File: config.mk
export PLATFORM = sky130hd
export DESIGN_NAME = cube_color_scheduler
export DESIGN_NICKNAME = d
export VERILOG_FILES = /design/src/rtl/qbert_pkg.sv /design/src/rtl/onehot_check.sv /design/src/rtl/cube_color_scheduler.sv
export SDC_FILE = /design/constraint.sdc
export NUM_CORES = 1
export LEC_CHECK = 0
export BUFFER_PORTS_ARGS = -buffer_cell sky130_fd_sc_hd__buf_2
export CAP_MARGIN = 10
export CORE_MARGIN = 4
export CORE_UTILIZATION = 60
export CTS_CLUSTER_DIAMETER = 30
export DETAILED_ROUTE_END_ITERATION = 12
export PLACE_DENSITY_LB_ADDON = 0.12
export SLEW_MARGIN = 20
export SYNTH_ARGS = -nofsm -noshare
export SYNTH_HDL_FRONTEND = slang
export SYNTH_SLANG_ARGS = --single-unit
File: constraint.sdc
create_clock -name CLK_33 -period 9.05 [get_ports CLK_33]
set_clock_uncertainty 0.05 [all_clocks]
set_input_delay 1.3575 -clock CLK_33 [delete_from_list [all_inputs] [get_ports CLK_33]]
set_output_delay 1.3575 -clock CLK_33 [all_outputs]
set_load 0.01 [all_outputs]
File: src/rtl/qbert_pkg.sv
// Shared types and constants for the Q*bert pyramid colour logic.
// Pure declarations: no latency, no flow control.
package qbert_pkg;

    localparam int N_CUBE = 28;
    localparam logic [N_CUBE-1:0] ALL_CUBES = '1;

    typedef enum logic [1:0] {
        IDLE  = 2'd0,
        APPLY = 2'd1,
        CHECK = 2'd2,
        WON   = 2'd3
    } sched_state_t;

    typedef enum logic {
        SET    = 1'b0,
        TOGGLE = 1'b1
    } color_mode_t;

    // Only encoding 1 toggles; the spare encodings fall back to SET.
    function automatic color_mode_t decode_mode(input logic [1:0] cfg);
        return (cfg == 2'd1) ? TOGGLE : SET;
    endfunction

endpackage

File: src/rtl/onehot_check.sv
// Flags a cube vector that selects exactly one cube (zero is rejected).
// Latency: combinational. Backpressure: none.
module onehot_check
    import qbert_pkg::*;
#(
    parameter int N = N_CUBE
) (
    input  logic [N-1:0] vec,
    output logic         valid
);

    localparam logic [N-1:0] ONE = {{(N-1){1'b0}}, 1'b1};

    always_comb begin
        valid = (vec != '0) && ((vec & (vec - ONE)) == '0);
    end

endmodule

File: src/rtl/cube_color_scheduler.sv
// Owns the pyramid colour vector: serialises Q*bert landings and enemy reverts, scores cubes, detects level completion.
// Latency: landing -> colour/score 2 cycles, -> level_done 3 cycles; en_req -> en_ack/colour 2 cycles.
// Backpressure: one-deep landing slot (overwrite raises overrun); en_req held until en_ack, never acked in WON.
module cube_color_scheduler
    import qbert_pkg::*;
#(
    parameter int N_CUBE = 28
) (
    input  logic              CLK_33,
    input  logic              reset,
    input  logic              level_start,
    input  logic [1:0]        cfg_mode,
    input  logic              land_req,
    input  logic [N_CUBE-1:0] position_qb,
    input  logic              en_req,
    input  logic [N_CUBE-1:0] en_pos,
    input  logic              e_freeze_power,
    output logic              en_ack,
    output logic [N_CUBE-1:0] color_state,
    output logic              cube_scored,
    output logic              level_done,
    output logic              won,
    output logic              overrun
);

    sched_state_t      state;
    color_mode_t       mode;
    logic              pend_vld;
    logic [N_CUBE-1:0] pend_pos;
    logic              sel_en;
    logic              en_req_q;
    logic              en_armed;
    logic              pend_ok;
    logic              en_ok;
    logic              qb_take;
    logic              en_take;

    onehot_check #(.N(N_CUBE)) u_qb_chk (
        .vec   (pend_pos),
        .valid (pend_ok)
    );

    onehot_check #(.N(N_CUBE)) u_en_chk (
        .vec   (en_pos),
        .valid (en_ok)
    );

    assign qb_take = (state == APPLY) && !sel_en;
    assign en_take = (state == APPLY) &&  sel_en;

    // The requester keeps en_req high for a cycle after seeing en_ack, so a
    // served request is disarmed until the registered copy has been seen low.
    always_ff @(posedge CLK_33 or negedge reset) begin
        if (!reset) begin
            en_req_q <= 1'b0;
            en_armed <= 1'b1;
        end else begin
            en_req_q <= en_req;
            if (en_take && !level_start) begin
                en_armed <= 1'b0;
            end else if (!en_req_q) begin
                en_armed <= 1'b1;
            end
        end
    end

    always_ff @(posedge CLK_33 or negedge reset) begin
        if (!reset) begin
            state       <= IDLE;
            mode        <= SET;
            pend_vld    <= 1'b0;
            pend_pos    <= '0;
            sel_en      <= 1'b0;
            color_state <= '0;
            en_ack      <= 1'b0;
            cube_scored <= 1'b0;
            level_done  <= 1'b0;
            won         <= 1'b0;
            overrun     <= 1'b0;
        end else if (level_start) begin
            state       <= IDLE;
            mode        <= decode_mode(cfg_mode);
            pend_vld    <= 1'b0;
            pend_pos    <= '0;
            sel_en      <= 1'b0;
            color_state <= '0;
            en_ack      <= 1'b0;
            cube_scored <= 1'b0;
            level_done  <= 1'b0;
            won         <= 1'b0;
            overrun     <= 1'b0;
        end else begin
            en_ack      <= 1'b0;
            cube_scored <= 1'b0;
            level_done  <= 1'b0;

            // A new landing always wins the slot, even on the cycle it is consumed.
            if (land_req) begin
                pend_vld <= 1'b1;
                pend_pos <= position_qb;
                if (pend_vld && !qb_take) begin
                    overrun <= 1'b1;
                end
            end else if (qb_take) begin
                pend_vld <= 1'b0;
            end

            case (state)
                IDLE: begin
                    if (pend_vld) begin
                        sel_en <= 1'b0;
                        state  <= APPLY;
                    end else if (en_req_q && en_armed) begin
                        sel_en <= 1'b1;
                        state  <= APPLY;
                    end
                end
                APPLY: begin
                    if (!sel_en) begin
                        if (pend_ok) begin
                            color_state <= (mode == TOGGLE) ? (color_state ^ pend_pos)
                                                            : (color_state | pend_pos);
                            cube_scored <= ((color_state & pend_pos) == '0);
                        end
                        state <= CHECK;
                    end else begin
                        en_ack <= 1'b1;
                        if (!e_freeze_power && en_ok) begin
                            color_state <= color_state & ~en_pos;
                        end
                        state <= IDLE;
                    end
                end
                CHECK: begin
                    if (&color_state) begin
                        level_done <= 1'b1;
                        won        <= 1'b1;
                        state      <= WON;
                    end else begin
                        state <= IDLE;
                    end
                end
                WON: begin
                    state <= WON;
                end
                default: begin
                    state <= IDLE;
                end
            endcase
        end
    end

endmodule

==> flow_summary.toml <==
[synthesis]
yosysUniqueCellTypes = 57
syn_inst = 646
ys.warnings.count = 0
yosysSeqAreaShare_pct = 32.3
synth_edf_count = 0
synth_area_per_cell_um2 = 8.16
synth-seq-cells = 68
synth_fp_nets = 766
netlist_area_um2 = 5270
postSynth.asyncResetShare_pct = 100
synthFlopType = "dfrtp_1"

[detailed_routing]
wl_mm = 15.2
dr_total_vias = 5200
antenna_left = 0
dr.pass1.iters = 5
drt_iter0_markers = 423
drc = 0
wl_per_cell_um = 18.4
avgViaCountPerCell = 6.28

[grt]
grt_use_total_pct = 29.8
overflow = 0
grt_pass1_vias = 4863
grt_first_pass_wirelength_mm = 24.3
grt_max_degree = 69
grt_antenna_before_repair = 0

[flow_run]
drv_cap = 0

[die]
rows = 33
start_util_pct = 62.9
die_area_um2 = 10300
ios = 97
core_area_um2 = 8380
chipHeight_um = 102
dieWidth_um = 102

[clock_network]
clk_path_buf_depth = 2
clk_latency_ps = 350
htreeDepth = 3
post_cts_resized = 0
cts_tree = "built"
cts_made_buffers = 9
cts_sinks = 68
cts-root-buf = "clkbuf_8"
cts_hold_buffers = 0
cts_setup_buffers = 0
clk_pin_slew_worst_paths_ps = 70

[place]
portBuffers = 96
place_congestion = 0.886
dpl.hpwl_mm = 10.7
post_dp_cell_area_um2 = 5740

[setup_path]
arrival_ps = 4380
required_ps = 9180
cp_max_fo = 28
path_class = "in2reg"
cp-end-kind = "flop"
start_kind = "input pin"

[layout]
diodes = 0
design_area_um2 = 5950
num-fill-cells = 702
multi_input_area_um2 = 3040
area_delta_synth_final_pct = 12.9
ff_latch_area_um2 = 1700
nets = 840
final_common_cell = "buf_2"
mostFrequentLayoutCells = "buf_2 (96), inv_1 (86), nor2_1 (69)"
drive_gt1_share_pct = 17.6

[sta]
whs_ps = 449
fmaxAchievable_mhz = 236
finalHoldViolations = 0
worstMarginPinSlew_ps = 1050
rsz0062_at_grt = "no"
tns_ps = 0
min_period_ps = 4240
setup_violations = 0
finalCritPeriodShare_pct = 46.9
slew_violations = 0
relSlewSlack_pct = 29.8

[power]
p_per_area_nw_per_um2 = 123
fin_total_pwr_uw = 733
p_leak_uw = 0.00285
peakVddDrop_mv = 0.0681

[hold_path]
hold_class = "reg2reg"

[run_status]
status = "complete, no violations"
## through the flow
step	std cells	setup slack, ps	utilization (%)
2_1_floorplan	646	5130	-
3_3_place_gp	814	4750	68.5
3_5_place_dp	814	4520	68.5
4_1_cts	828	4880	71.0
5_1_grt	828	4640	71.0
6_report	828	4810	71.0
## final cells by class
type / count / area share (%)
Multi-Input combinational cell: 451 / 51.2
Sequential cell: 68 / 28.6
Timing Repair Buffer: 104 / 9.08
Inverter: 86 / 5.42
Clock buffer: 13 / 3.01
Tap cell: 105 / 2.21
Clock inverter: 1 / 0.505
## report_power, final
part	total [uW]	leakage, uW	switching (uW)	internal, uW
clock network	267	0.000108	113	155
logic	132	0.00182	82.5	49.2
registers	334	0.000920	20.4	314
## metal layers
layer  vias up  track usage (%)  routed length, um
li1       2437                -                  -
met1      2475             44.5               6810
met2       267             45.6               6890
met3        21             4.96               1330
met4         0             6.34                207
met5         -                0                  0
## logic make-up after synthesis
group	synth area share, %
XOR/XNOR	0.332
AO/OA/AOI/OAI	20.8
AND/OR/NAND/NOR	17.6
multiplexers	5.32
flip-flops	32.3
buffers and inverters	9.95
adder cells (fa/ha/maj)	13.7
## state kept, by name, indices dropped and copies added (netlist names)
register and cells:
mode 1, en_req_q 1, pend_pos 28, en_ack 1
cube_scored 1, won 1, sel_en 1, level_done 1
state 2, en_armed 1, pend_vld 1, color_state 28
overrun 1
## path summary, 6_finish.rpt
kind / from / to / slack, ps / depth (start not counted)
setup / recovery: en_pos[8] / color_state[13] / 4810 / 8
hold / removal: en_req_q / en_armed / 450 / 1
setup reg to reg: pend_pos[4] / color_state[13] / 4940 / 8
hold reg to reg: en_req_q / en_armed / 450 / 1
max in group asynchronous: reset / color_state[7] / 7240 / 2
min in group asynchronous: reset / pend_pos[21] / 1170 / 2
## Yosys cell counts, types with 4 or more instances
master | count | area (um2)
a2111oi_0 | 33 | 289
o21ai_0 | 57 | 285
a31oi_1 | 4 | 25.0
nor2_1 | 69 | 259
nand4_1 | 12 | 75.1
a211oi_1 | 6 | 45.0
dfrtp_1 | 67 | 1680
o21ai_1 | 6 | 30.0
mux2i_1 | 28 | 280
nand3_1 | 6 | 30.0
ha_1 | 56 | 701
inv_1 | 86 | 323
clkbuf_1 | 28 | 105
or3_1 | 4 | 25.0
nor4_1 | 14 | 87.6
o22ai_1 | 31 | 194
nor3_1 | 9 | 45.0
a21oi_1 | 12 | 60.1
buf_1 | 6 | 22.5
nand2_1 | 62 | 233
## critical path: stages
cell	delay (ps)
buf_2	100
or4_1	580
nor4_2	510
nand3_1	150
a22o_1	210
a2111o_1	720
a2111oi_0	560
o22ai_1	180
Note: power is estimated with default switching activity, not from simulation.
